`src/rtl/key_pkg.sv`:
```
// -----------------------------------------------------------------------------
// key_pkg
// Shared definitions for the push-button front end: key vector width, the
// debounce FSM state encoding, and the one-hot test used to accept a key.
// -----------------------------------------------------------------------------
package key_pkg;

  localparam int KEY_W = 8;

  typedef enum logic [1:0] {
    IDLE    = 2'd0,
    CHECK   = 2'd1,
    PRESSED = 2'd2,
    RELEASE = 2'd3
  } key_state_t;

  // True when exactly one bit of vec is set.
  function automatic logic is_onehot(input logic [KEY_W-1:0] vec);
    logic [KEY_W-1:0] vec_m1;
    vec_m1 = vec - KEY_W'(1);
    return (vec != '0) && ((vec & vec_m1) == '0);
  endfunction

endpackage

```
`src/rtl/sync_2ff.sv`:
```
// -----------------------------------------------------------------------------
// sync_2ff
// Two-flop synchronizer for quasi-static asynchronous inputs (buttons,
// straps). Each bit is synchronized independently; no coherency between bits
// is implied.
//
// Ports:
//   clk  in   system clock, rising edge
//   rst  in   asynchronous active-high reset, clears both stages
//   d    in   [W-1:0] asynchronous input
//   q    out  [W-1:0] synchronized output (two clk edges of latency)
// -----------------------------------------------------------------------------
module sync_2ff #(
  parameter int W = 8
) (
  input  logic         clk,
  input  logic         rst,
  input  logic [W-1:0] d,
  output logic [W-1:0] q
);

  logic [W-1:0] meta_q;
  logic [W-1:0] meta_d;
  logic [W-1:0] sync_q;
  logic [W-1:0] sync_d;

  always_comb begin
    meta_d = d;
    sync_d = meta_q;
  end

  always_ff @(posedge clk or posedge rst) begin
    if (rst) begin
      meta_q <= '0;
      sync_q <= '0;
    end else begin
      meta_q <= meta_d;
      sync_q <= sync_d;
    end
  end

  assign q = sync_q;

endmodule

```
`src/rtl/key_onehot_debounce.sv`:
```
// -----------------------------------------------------------------------------
// key_onehot_debounce
// Cleans eight raw push-button lines for the 8-to-3 encoder. Buttons are
// synchronized, debounced, and any stable chord of more than one key is
// rejected, so oData is always all-zero or exactly one-hot.
//
//   state   | meaning
//   --------+---------------------------------------------------------------
//   IDLE    | no key activity, waiting for any nonzero pattern
//   CHECK   | pattern captured, counting stable cycles before deciding
//   PRESSED | single key accepted and presented on oData
//   RELEASE | waiting for a clean, debounced all-released period
//
// Ports:
//   clk     in   system clock, rising edge
//   rst     in   asynchronous active-high reset
//   iKey    in   [7:0] raw button levels, async to clk, 1 = pressed
//   oData   out  [7:0] debounced key vector, 0 or one-hot
//   oValid  out  one-cycle pulse when a key is accepted into oData
//   oMulti  out  one-cycle pulse when a stable multi-key chord is rejected
//   oBusy   out  high whenever the FSM is not in IDLE
//
// DEBOUNCE_CYCLES must be at least 2.
// -----------------------------------------------------------------------------
module key_onehot_debounce
  import key_pkg::*;
#(
  parameter int DEBOUNCE_CYCLES = 20
) (
  input  logic             clk,
  input  logic             rst,
  input  logic [KEY_W-1:0] iKey,
  output logic [KEY_W-1:0] oData,
  output logic             oValid,
  output logic             oMulti,
  output logic             oBusy
);

  localparam int CNT_W = $clog2(DEBOUNCE_CYCLES);
  localparam logic [CNT_W-1:0] CNT_TC  = CNT_W'(DEBOUNCE_CYCLES - 1);
  localparam logic [CNT_W-1:0] CNT_ONE = CNT_W'(1);

  logic [KEY_W-1:0] ks;

  key_state_t       state_q,  state_d;
  logic [KEY_W-1:0] sample_q, sample_d;
  logic [CNT_W-1:0] cnt_q,    cnt_d;
  logic [KEY_W-1:0] data_q,   data_d;
  logic             valid_q,  valid_d;
  logic             multi_q,  multi_d;
  logic             busy_q,   busy_d;

  sync_2ff #(
    .W (KEY_W)
  ) u_sync (
    .clk (clk),
    .rst (rst),
    .d   (iKey),
    .q   (ks)
  );

  always_comb begin
    state_d  = state_q;
    sample_d = sample_q;
    cnt_d    = cnt_q;
    data_d   = data_q;
    valid_d  = 1'b0;
    multi_d  = 1'b0;

    unique case (state_q)
      IDLE: begin
        if (ks != '0) begin
          sample_d = ks;
          cnt_d    = '0;
          state_d  = CHECK;
        end
      end

      CHECK: begin
        if (ks != sample_q) begin
          // Any bounce restarts the stability count on the new pattern.
          sample_d = ks;
          cnt_d    = '0;
        end else if (cnt_q != CNT_TC) begin
          cnt_d = cnt_q + CNT_ONE;
        end else if (sample_q == '0) begin
          // Pattern settled back to nothing: a glitch, drop it silently.
          state_d = IDLE;
        end else if (is_onehot(sample_q)) begin
          data_d  = sample_q;
          valid_d = 1'b1;
          state_d = PRESSED;
        end else begin
          data_d  = '0;
          multi_d = 1'b1;
          cnt_d   = '0;
          state_d = RELEASE;
        end
      end

      PRESSED: begin
        // Extra keys or a swap to another key are ignored until release.
        if (ks == '0) begin
          cnt_d   = '0;
          state_d = RELEASE;
        end
      end

      RELEASE: begin
        if (ks != '0) begin
          cnt_d = '0;
        end else if (cnt_q != CNT_TC) begin
          cnt_d = cnt_q + CNT_ONE;
        end else begin
          data_d  = '0;
          state_d = IDLE;
        end
      end

      default: begin
        state_d = IDLE;
      end
    endcase

    busy_d = (state_d != IDLE);
  end

  always_ff @(posedge clk or posedge rst) begin
    if (rst) begin
      state_q  <= IDLE;
      sample_q <= '0;
      cnt_q    <= '0;
      data_q   <= '0;
      valid_q  <= 1'b0;
      multi_q  <= 1'b0;
      busy_q   <= 1'b0;
    end else begin
      state_q  <= state_d;
      sample_q <= sample_d;
      cnt_q    <= cnt_d;
      data_q   <= data_d;
      valid_q  <= valid_d;
      multi_q  <= multi_d;
      busy_q   <= busy_d;
    end
  end

  assign oData  = data_q;
  assign oValid = valid_q;
  assign oMulti = multi_q;
  assign oBusy  = busy_q;

endmodule
```
`config.mk`:
```
export PLATFORM = sky130hd
export DESIGN_NAME = key_onehot_debounce
export DESIGN_NICKNAME = d
export VERILOG_FILES = /design/src/rtl/key_pkg.sv /design/src/rtl/sync_2ff.sv /design/src/rtl/key_onehot_debounce.sv
export SDC_FILE = /design/constraint.sdc
export NUM_CORES = 1
export LEC_CHECK = 0
export CORE_MARGIN = 3
export CORE_UTILIZATION = 50
export CTS_CLUSTER_SIZE = 24
export DETAILED_ROUTE_END_ITERATION = 8
export PLACE_DENSITY = 0.79
export SETUP_SLACK_MARGIN = 0.4
export SYNTH_ARGS = -nofsm -noshare
export SYNTH_HDL_FRONTEND = slang
export SYNTH_SLANG_ARGS = --single-unit
```
`constraint.sdc`:
```
create_clock -name clk -period 2.88 [get_ports clk]
set_clock_uncertainty 0.05 [all_clocks]
set_input_delay 0.432 -clock clk [delete_from_list [all_inputs] [get_ports clk]]
set_output_delay 0.432 -clock clk [all_outputs]
set_load 0.03 [all_outputs]
```
==> flow_summary.toml, run 1 <==
[status]
status = "finished, final reports clean"

[timing]
post-route-min-period_ns = 2.29
slew_violations = 0
period_share_pct = 79.4
fin_tns_setup_ns = 0
fmax_ghz = 0.437
maxSlewHeadroom_pct = 58.8
fin_ws_ns = 0.594
worstMarginPinSlew_ns = 0.617
finalHoldViolCount = 0
rsz0062_at_grt = "false"
setup_viol = 0

[place]
hpwl_mm = 2.15
dp_cells = 212
place_ws_ns = 0.563
place.gp.congestion = 0.769
port_buffers = 20

[power_and_ir_drop]
comb_power_share_pct = 4.9
p_int_uw = 894
powerDensity_nw_per_um2 = 512
p_leak_uw = 0.000936
seq_power_share_pct = 55.0
power_switching_uw = 246
p_sw_share_pct = 21.6
p_clk_share_pct = 40.1
peakVddDrop_mv = 0.325

[clocking]
cts_tree = "done"
cts_max_level = 2
clk_pin_slew_ns = 0.08
cts-root-buf = "clkbuf_8"
cts_hold_buf = 0
clkSinkCount = 42
max-clock-path-buffers = 2
clock_latency_ns = 0.29
post_cts_buffers = 0
numCtsBuffers = 5

[grt]
first_global_vias = 1225
grt_overflow = 0
antenna_found_initial = 0
grt_max_degree = 43
grt_usage_pct = 15.8
grt_first_pass_wirelength_mm = 5.17

[yosys]
synth_compound_area_share_pct = 7.93
yosysWarnings = 0
synth_area_per_cell_um2 = 12.5
synthAdderAreaFrac_pct = 1.22
synth_edf_count = 0
synthMuxAreaShare_pct = 10.8
yosys.area.top_type = "dfrtp_1"
synth_top_area_share_pct = 56.9
synth-async-reset-ratio_pct = 100
synthXorXnorAreaFrac_pct = 4.27
synth_cells = 148
synth_top_family_by_area = "simple AND/OR/NAND/NOR gates"
synth.cell_area_um2 = 1850
synth_nets = 159
synth_area_leaders = "dfrtp_1 57%, mux2_2 4.9%, mux2i_1 4.3%, xnor2_1 4.3%, inv_1 2.6%"
synth-simple-area-share_pct = 15.3
yosysUniqueCellTypes = 44
synthFlopType = "dfrtp_1"
ys_seq_area_share_pct = 56.9
synth_seq_cells = 42

[worst_setup_path]
cp.required_ns = 3.01
cp_top_family = "simple AND/OR/NAND/NOR gates"
crit_path_max_fanout = 6
worstSetupEndpointType = "flip-flop"
critical_path_class = "flip-flop to flip-flop"
crit_buf_inv = 0
worst_path_max_delay_cell = "or4_4"
ff2ff_path_depth = 6
cp.depth = 6
cp-start-kind = "flip-flop"
worstSetupStartpoint = "sample_q[0]"
cp.arrival_ns = 2.41
slowest_delay_ns = 0.61
worstPathCellList = "or4_4 > nor4_1 > o32ai_2 > nand4_2 > nand2_4 > mux2_4"
rr_startpoint = "sample_q[0]"

[cells_and_area]
nets = 184
n_antenna_cell = 0
stdcell_count = 220
fill_cells = 258
syn_to_final_growth_pct = 20.5
drive_gt1_share_pct = 17.8

[detailed_routing]
wl_per_cell_um = 13.4
final_antenna_net_count = 0
routed_wl_mm = 2.94
firstDrtPassIters = 4
drcViolationCount = 0
drtIter0Drc = 55
vias = 1170
routed_via_density = 5.32

[worst_hold_path]
hold_path_class = "flip-flop to flip-flop"
worstHoldStart = "u_sync.meta_q[6]"
hold_path_depth = 0

[floorplan]
coreArea_um2 = 3440
die_h_um = 66.8
die_w_um = 66.8
rows = 21
initial_core_util_pct = 53.7
die_area_um2 = 4460
num_io_pins = 21

[flow_run]
cap_violations = 0
state kept, by name, indices dropped and copies added, names as in the netlist:
| signal | cells |
|---|---|
| oBusy | 1 |
| cnt_q | 5 |
| oValid | 1 |
| oMulti | 1 |
| u_sync.q | 8 |
| u_sync.meta_q | 8 |
| oData | 8 |
| sample_q | 8 |
| state_q | 2 |
metrics by stage:
| step | util [%] | area [um2] | hold WS [ns] | total power [uW] |
|---|---|---|---|---|
| 6_report | 64.6 | 2220 | 0.301 | 1140 |
| 5_1_grt | 64.6 | 2220 | 0.311 | 1190 |
| 4_1_cts | 64.2 | 2210 | 0.304 | 1150 |
| 3_5_place_dp | 60.9 | 2100 | 0.286 | 694 |
| 3_3_place_gp | 60.9 | 2100 | 0.282 | 690 |
| 2_1_floorplan | - | 1850 | 0.281 | 670 |
synth_stat cells (2+ instances only):
| cell | number |
|---|---|
| or3_1 | 2 |
| mux2_4 | 2 |
| mux2i_1 | 8 |
| and2_1 | 3 |
| dfrtp_1 | 42 |
| a21o_1 | 2 |
| nor3b_1 | 2 |
| a21oi_1 | 2 |
| nor2b_1 | 2 |
| nand3_1 | 4 |
| nor2_1 | 4 |
| xnor2_1 | 9 |
| nand2_1 | 12 |
| nand4_1 | 2 |
| mux2_2 | 8 |
| inv_1 | 13 |
| nor4_1 | 4 |
kinds of logic (layout without fill, tap and decap cells):
family          after synthesis  after routing
buf+inv                      16             42
xor+xnor                      9              9
flops                        42             42
compound gates               15             15
fa+ha+maj                     2              2
simple gates                 46             46
mux                          18             18
area by class of cell:
type | count | area (um2) | area share (%)
clock buffers | 5 | 68.8 | 3.09
well taps | 46 | 57.6 | 2.59
multi-input cells | 90 | 746 | 33.5
flip-flops and latches | 42 | 1050 | 47.2
inverters | 13 | 48.8 | 2.19
clock inverters | 3 | 45.0 | 2.02
repair buffers | 21 | 208 | 9.34
layer usage:
metal	vias to the layer above	track usage (%)	wire length [um]	share of wire [%]
met1	566	17.6	1260	43
li1	565	-	-	-
met4	0	7.61	49	1.7
met5	-	0	0	0
met2	32	27.6	1480	50
met3	7	4.05	149	5.1
worst reg2reg max path: cells and delay by family (launching register included):
family | cells | cell delay, ns
flip-flops | 1 | 0.44
multiplexers | 1 | 0.31
AND/OR/NAND/NOR | 4 | 1.16
AO/OA/AOI/OAI | 1 | 0.20
cells in the final DEF, fill, tap and decap left out, drive strengths merged, types with 2 or more instances in the layout:
cell / n
a21o: 2
a21oi: 3
and2: 3
clkbuf: 5
clkdlybuf4s50: 20
clkinvlp: 2
dfrtp: 42
inv: 13
mux2: 10
mux2i: 8
nand2: 13
nand3: 4
nand4: 3
nor2: 4
nor2b: 2
nor3: 2
nor3b: 2
nor4: 5
or3: 2
xnor2: 9
power groups by stage:
stage          clock network [uW]  registers (uW)  logic (uW)
5_1_grt                       495             630        62.0
3_5_place_dp                    0             638        55.5
6_report                      457             627        55.6
2_1_floorplan                   0             631        38.3
3_3_place_gp                    0             637        53.3
4_1_cts                       469             627        55.8
worst paths after layout:
path	slack, ns	end
min in group asynchronous	0.50	u_sync.meta_q[4]
setup reg to reg	0.59	cnt_q[1]
max in group asynchronous	1.92	oData[4]
hold / removal	0.30	u_sync.q[6]
hold reg to reg	0.30	u_sync.q[6]
setup / recovery	0.59	cnt_q[1]
timing repair:
item	4_1_cts	5_1_grt
setup endpoints to repair	0	5
hold endpoints to repair	0	0
gates resized for setup	0	2
No activity file was read; power rests on OpenSTA's default activity.
==> inputs of run 2 (changes only) <==
Settings changed: CORE_UTILIZATION 50 to 49, PLACE_DENSITY 0.79 to 0.81.
Clock period 2.88 ns to 2.1 ns, I/O delays scaled along.
==> run 2 against run 1 <==
Compared with the run above:
- the flow now finishes with violations (negative setup slack)
- die area increased by 1.9%
- sequential share of layout area decreased by 9.5 points
- register-to-register slack got worse by 0.69 ns
- critical path type unchanged
- largest power group unchanged
==> flow_summary.toml, run 2 (synthesis gave the netlist of run 1 again) <==
[clocking]
max-clock-path-buffers = 2
cts-root-buf = "clkbuf_8"
cts_max_level = 2
clock_latency_ns = 0.30
clk_pin_slew_ns = 0.09
clkSinkCount = 42
numCtsBuffers = 5
cts_tree = "done"

[worst_setup_path]
ff2ff_setup_slack_ns = -0.1
worstSetupEndpointType = "flip-flop"
worst_path_max_delay_cell = "or4_4"
worstPathCellList = "or4_4 > a21oi_1 > o32ai_4 > nand4_4 > nand2_4 > mux2_4"
slowest_delay_ns = 0.61
cp.required_ns = 2.23
crit_buf_inv = 0
cp_top_family = "simple AND/OR/NAND/NOR gates"
cp-start-kind = "flip-flop"
cp.arrival_ns = 2.33
critical_path_class = "flip-flop to flip-flop"
crit_path_max_fanout = 6

[timing]
maxSlewHeadroom_pct = 66.0
fin_ws_ns = -0.0979
finalHoldViolCount = 0
post-route-min-period_ns = 2.20
fmax_ghz = 0.455
worstMarginPinSlew_ns = 0.509
rsz0062_at_grt = "true"
slew_violations = 0
period_share_pct = 105
setup_viol = 12

[power_and_ir_drop]
p_clk_share_pct = 38.8
powerDensity_nw_per_um2 = 590
comb_power_share_pct = 8.8
p_leak_uw = 0.00136
peakVddDrop_mv = 0.535
p_int_uw = 1270
p_sw_share_pct = 23.3
power_switching_uw = 384
seq_power_share_pct = 52.4

[detailed_routing]
wl_per_cell_um = 18.7
drtIter0Drc = 71
firstDrtPassIters = 4
drcViolationCount = 0
routed_wl_mm = 4.77
final_antenna_net_count = 0
routed_via_density = 5.60
vias = 1428

[place]
postPlaceCellArea_um2 = 2260
port_buffers = 20
place.gp.congestion = 0.810
dp_cells = 225
hpwl_mm = 2.46

[cells_and_area]
fill_cells = 170
syn_to_final_growth_pct = 51.4
final_common_cell = "dfrtp_1"
drive_gt1_share_pct = 42.1
n_antenna_cell = 0
postLayoutCellArea_um2 = 2800
mostFrequentLayoutCells = "38 x dfrtp_1, 27 x buf_4, 13 x inv_1"
stdcell_count = 255
nets = 219

[grt]
first_global_vias = 1422
grt_max_degree = 43
grt_overflow = 0
grt_first_pass_wirelength_mm = 6.48
antenna_found_initial = 0
grt_usage_pct = 19.9

[floorplan]
num_io_pins = 21
die_area_um2 = 4540
rows = 21
coreArea_um2 = 3470
die_h_um = 67.4
initial_core_util_pct = 53.2
die_w_um = 67.4

[worst_hold_path]
hold_path_class = "flip-flop to flip-flop"

[status]
violations = "negative setup slack"
status = "finished with violations"

[flow_run]
cap_violations = 0
-- run 2: changes by cell type in the layout (fill, tap and decap cells not counted), moves of 4 or more --
cell             previous run  this run
mux2_4                      2        10
dfrtp_1                    42        38
dfrtp_2                     0         4
dlymetal6s2s_1              0         8
clkdlybuf4s50_1            20        12
nor4_1                      4         0
nor4_4                      1         5
buf_6                       0         7
xnor2_1                     9         5
mux2_2                      8         0
buf_4                       1        27
-- run 2: final timing paths --
check                                      start     endpoint  cells after the start
worst max-delay path                 sample_q[1]     cnt_q[1]                      6
worst min-delay path            u_sync.meta_q[0]  u_sync.q[0]                      0
worst max register to register       sample_q[1]     cnt_q[1]                      6
worst min register to register  u_sync.meta_q[0]  u_sync.q[0]                      0
max in group asynchronous                    rst  sample_q[5]                      3
min in group asynchronous                    rst  u_sync.q[1]                      3
-- run 2: layout make-up --
type | instances | area [um2] | share of cell area (%)
clock buffer | 5 | 68.8 | 2.46
clock inverter | 3 | 45.0 | 1.61
inverter | 13 | 48.8 | 1.75
multi-input combinational | 90 | 977 | 35.0
sequential | 42 | 1060 | 37.8
tap | 46 | 57.6 | 2.06
timing repair buffer | 56 | 542 | 19.4
-- run 2: worst reg2reg max path: stages, from the launching register on --
cell and delay [ns]:
dfrtp_1 0.43, or4_4 0.61, a21oi_1 0.31, o32ai_4 0.15, nand4_4 0.12, nand2_4 0.10
mux2_4 0.31
-- run 2: repair_timing --
item                       CTS  global route
setup buffers                9            13
gates cloned                 0             0
setup endpoints to repair   26            34
hold buffers                 0             0
pin swaps                    5             5
resized for setup           15            32
-- run 2: power groups by stage --
stage	combinational [uW]	clock, uW	sequential (uW)
2_1_floorplan	61.5	0	867
3_3_place_gp	96.5	0	868
3_5_place_dp	99.7	0	871
4_1_cts	114	645	856
5_1_grt	157	685	868
6_report	145	641	864
-- run 2: per-layer routing --
layer | GRT usage, % | routed length (um) | vias up | share of wire [%]
met5 | 0 | 0 | - | 0
met4 | 10.1 | 90 | 0 | 1.9
met3 | 4.16 | 236 | 10 | 4.9
met2 | 34.1 | 2460 | 47 | 52
met1 | 23.4 | 1990 | 736 | 42
li1 | - | - | 635 | -
-- run 2: per-stage QoR --
step | TNS [ns] | setup WS [ns] | hold slack (ns) | power (uW) | utilization, %
after floorplan | 0 | 0.0683 | 0.281 | 929 | -
after global placement | 0 | 0.0574 | 0.283 | 965 | 65.2
after detailed placement | 0 | 0.00279 | 0.286 | 970 | 65.2
after CTS | -0.00530 | -0.00530 | 0.304 | 1620 | 73.4
after global routing | -1.81 | -0.174 | 0.320 | 1710 | 80.6
final | -0.555 | -0.0979 | 0.307 | 1650 | 80.6
==> inputs of run 3 (changes only) <==
Settings changed: CORE_MARGIN 3 to not set.
==> run 3 against run 2 <==
Compared with the run above:
- fmax fell by 3.5%
- the run still ends with negative setup slack left
- combinational power is 4% higher
- routed wire length down 0.69%
- global-route usage up 4.1 points
- highest routed layer unchanged
- core utilization is 2.6 points lower
- worst setup slack worse by 0.081 ns
- final cell count shrank 0.78%
- via count fell by 1.1%
- sequential power shrank 0.8%
- register-to-register slack worse by 0.08 ns
- critical path depth increased by 2
- largest power group unchanged
- largest cell class unchanged
==> flow_summary.toml, run 3 (synthesis gave the netlist of run 1 again) <==
[timing]
period_share_pct = 108
fmax_ghz = 0.439
worstMarginPinSlew_ns = 0.459
slew_violations = 0
post-route-min-period_ns = 2.28
holdWs_ns = 0.287
setup_viol = 16
finalHoldViolCount = 0
fin_ws_ns = -0.178
rsz0062_at_grt = "true"
maxSlewHeadroom_pct = 69.4

[worst_hold_path]
hold_path_class = "primary input to asynchronous set/reset pin"

[detailed_routing]
vias = 1412
final_antenna_net_count = 0
routed_via_density = 5.58
drtIter0Drc = 58
routed_wl_mm = 4.74
wl_per_cell_um = 18.7
drcViolationCount = 0
firstDrtPassIters = 4

[power_and_ir_drop]
p_clk_share_pct = 38.1
seq_power_share_pct = 52.6
power_switching_uw = 368
powerDensity_nw_per_um2 = 602
p_leak_uw = 0.00130
power_uw = 1630
peakVddDrop_mv = 0.525
p_sw_share_pct = 22.6
p_int_uw = 1260
comb_power_share_pct = 9.3

[cells_and_area]
n_antenna_cell = 0
final_common_cell = "dfrtp_1"
nets = 217
mostFrequentLayoutCells = "38 x dfrtp_1, 27 x buf_4, 13 x inv_1, 13 x clkdlybuf4s50_1, 10 x nand2_1"
final_core_util_pct = 78.0
syn_to_final_growth_pct = 46.4
drive_gt1_share_pct = 43.0

[floorplan]
die_w_um = 63.4
num_io_pins = 21
coreArea_um2 = 3470
die_area_um2 = 4020
rows = 21
initial_core_util_pct = 53.2
die_h_um = 63.4

[status]
status = "finished with violations"
violations = "negative setup slack"

[grt]
antenna_found_initial = 0
first_global_vias = 1456
grt_overflow = 0
grt_first_pass_wirelength_mm = 7.06
grt_usage_pct = 23.9
grt_max_degree = 29

[worst_setup_path]
worst_path_max_delay_cell = "dfrtp_2"
worstSetupEndpointType = "flip-flop"
ff2ff_path_depth = 8
cp.required_ns = 2.23
crit_buf_inv = 3
cp-start-kind = "flip-flop"
critical_path_class = "flip-flop to flip-flop"
cp_top_family = "simple AND/OR/NAND/NOR gates"
worstPathCellList = "xnor2_1 > nand4_1 > buf_4 > buf_6 > nor4_4 > a211oi_4 > buf_12 > mux2_4"
crit_path_max_fanout = 8
slowest_delay_ns = 0.42
reg2reg_to = "sample_q[3]"
rr_startpoint = "sample_q[5]"
ff2ff_setup_slack_ns = -0.18
cp.arrival_ns = 2.40

[place]
hpwl_mm = 2.54
place.gp.congestion = 0.845
port_buffers = 20

[flow_run]
cap_violations = 0

[clocking]
cts-root-buf = "clkbuf_8"
clkSinkCount = 42
max-clock-path-buffers = 2
cts_hold_buf = 0
cts_tree = "done"
numCtsBuffers = 5
cts_max_level = 2
clk_pin_slew_ns = 0.08
clock_latency_ns = 0.30
run 3: cell types whose count changed in the layout (fill, tap and decap cells not counted), sizes merged:
cell,previous run,this run
clkinvlp,2,0
dlymetal6s2s,8,7
clkinv,0,2
buf,36,34
clkdlybuf4s50,12,13
run 3: power groups by stage:
stage / Clock [uW] / Sequential, uW / Combinational [uW]
after detailed placement: 0 / 871 / 102
after global placement: 0 / 868 / 98.0
after global routing: 659 / 858 / 160
final: 621 / 857 / 151
after CTS: 634 / 854 / 127
after floorplan: 0 / 867 / 61.5
run 3: routing by layer:
metal	track usage (%)	wire (um)
met3	5.62	265
met2	41.6	2460
met4	11.9	231
met1	27.3	1790
met5	0	0
run 3: how the worst max path moves through the flow:
stage                     start     endpoint  slack [ns]  cells past startpoint
global route        sample_q[3]  sample_q[3]       -0.23                      9
CTS                 sample_q[3]     cnt_q[0]       0.006                      6
global placement    u_sync.q[1]  sample_q[7]        0.07                      7
detailed placement     cnt_q[0]        oBusy       -0.03                      7
floorplan           sample_q[3]     cnt_q[0]        0.07                      6
finish              sample_q[5]  sample_q[3]       -0.18                      8
run 3: what timing repair did:
action / in CTS / in global routing
gates resized for setup: 18 / 19
endpoints found under the setup margin: 26 / 33
pin swaps: 9 / 10
buffers inserted: 13 / 5
run 3: final cells by class:
type                    count  area [um2]
clock inverters             3        40.0
fillers                   199         764
well taps                  46        57.6
multi-input cells          90         916
flip-flops and latches     42        1060
inverters                  13        48.8
clock buffers               5        68.8
repair buffers             54         517
run 3: stage by stage:
step           area (um2)  cells  setup TNS [ns]  setup WS [ns]
6_report             2700    253           -1.23         -0.178
5_1_grt              2700    253           -2.97         -0.233
4_1_cts              2590    248               0        0.00623
3_5_place_dp         2270    227         -0.0636        -0.0250
3_3_place_gp         2270    227               0         0.0705
2_1_floorplan        1920    148               0         0.0683
run 3: worst min-delay path, cell delays in order:
cell and delay, ns:
clkdlybuf4s50_1 0.40, inv_1 0.07, buf_4 0.22
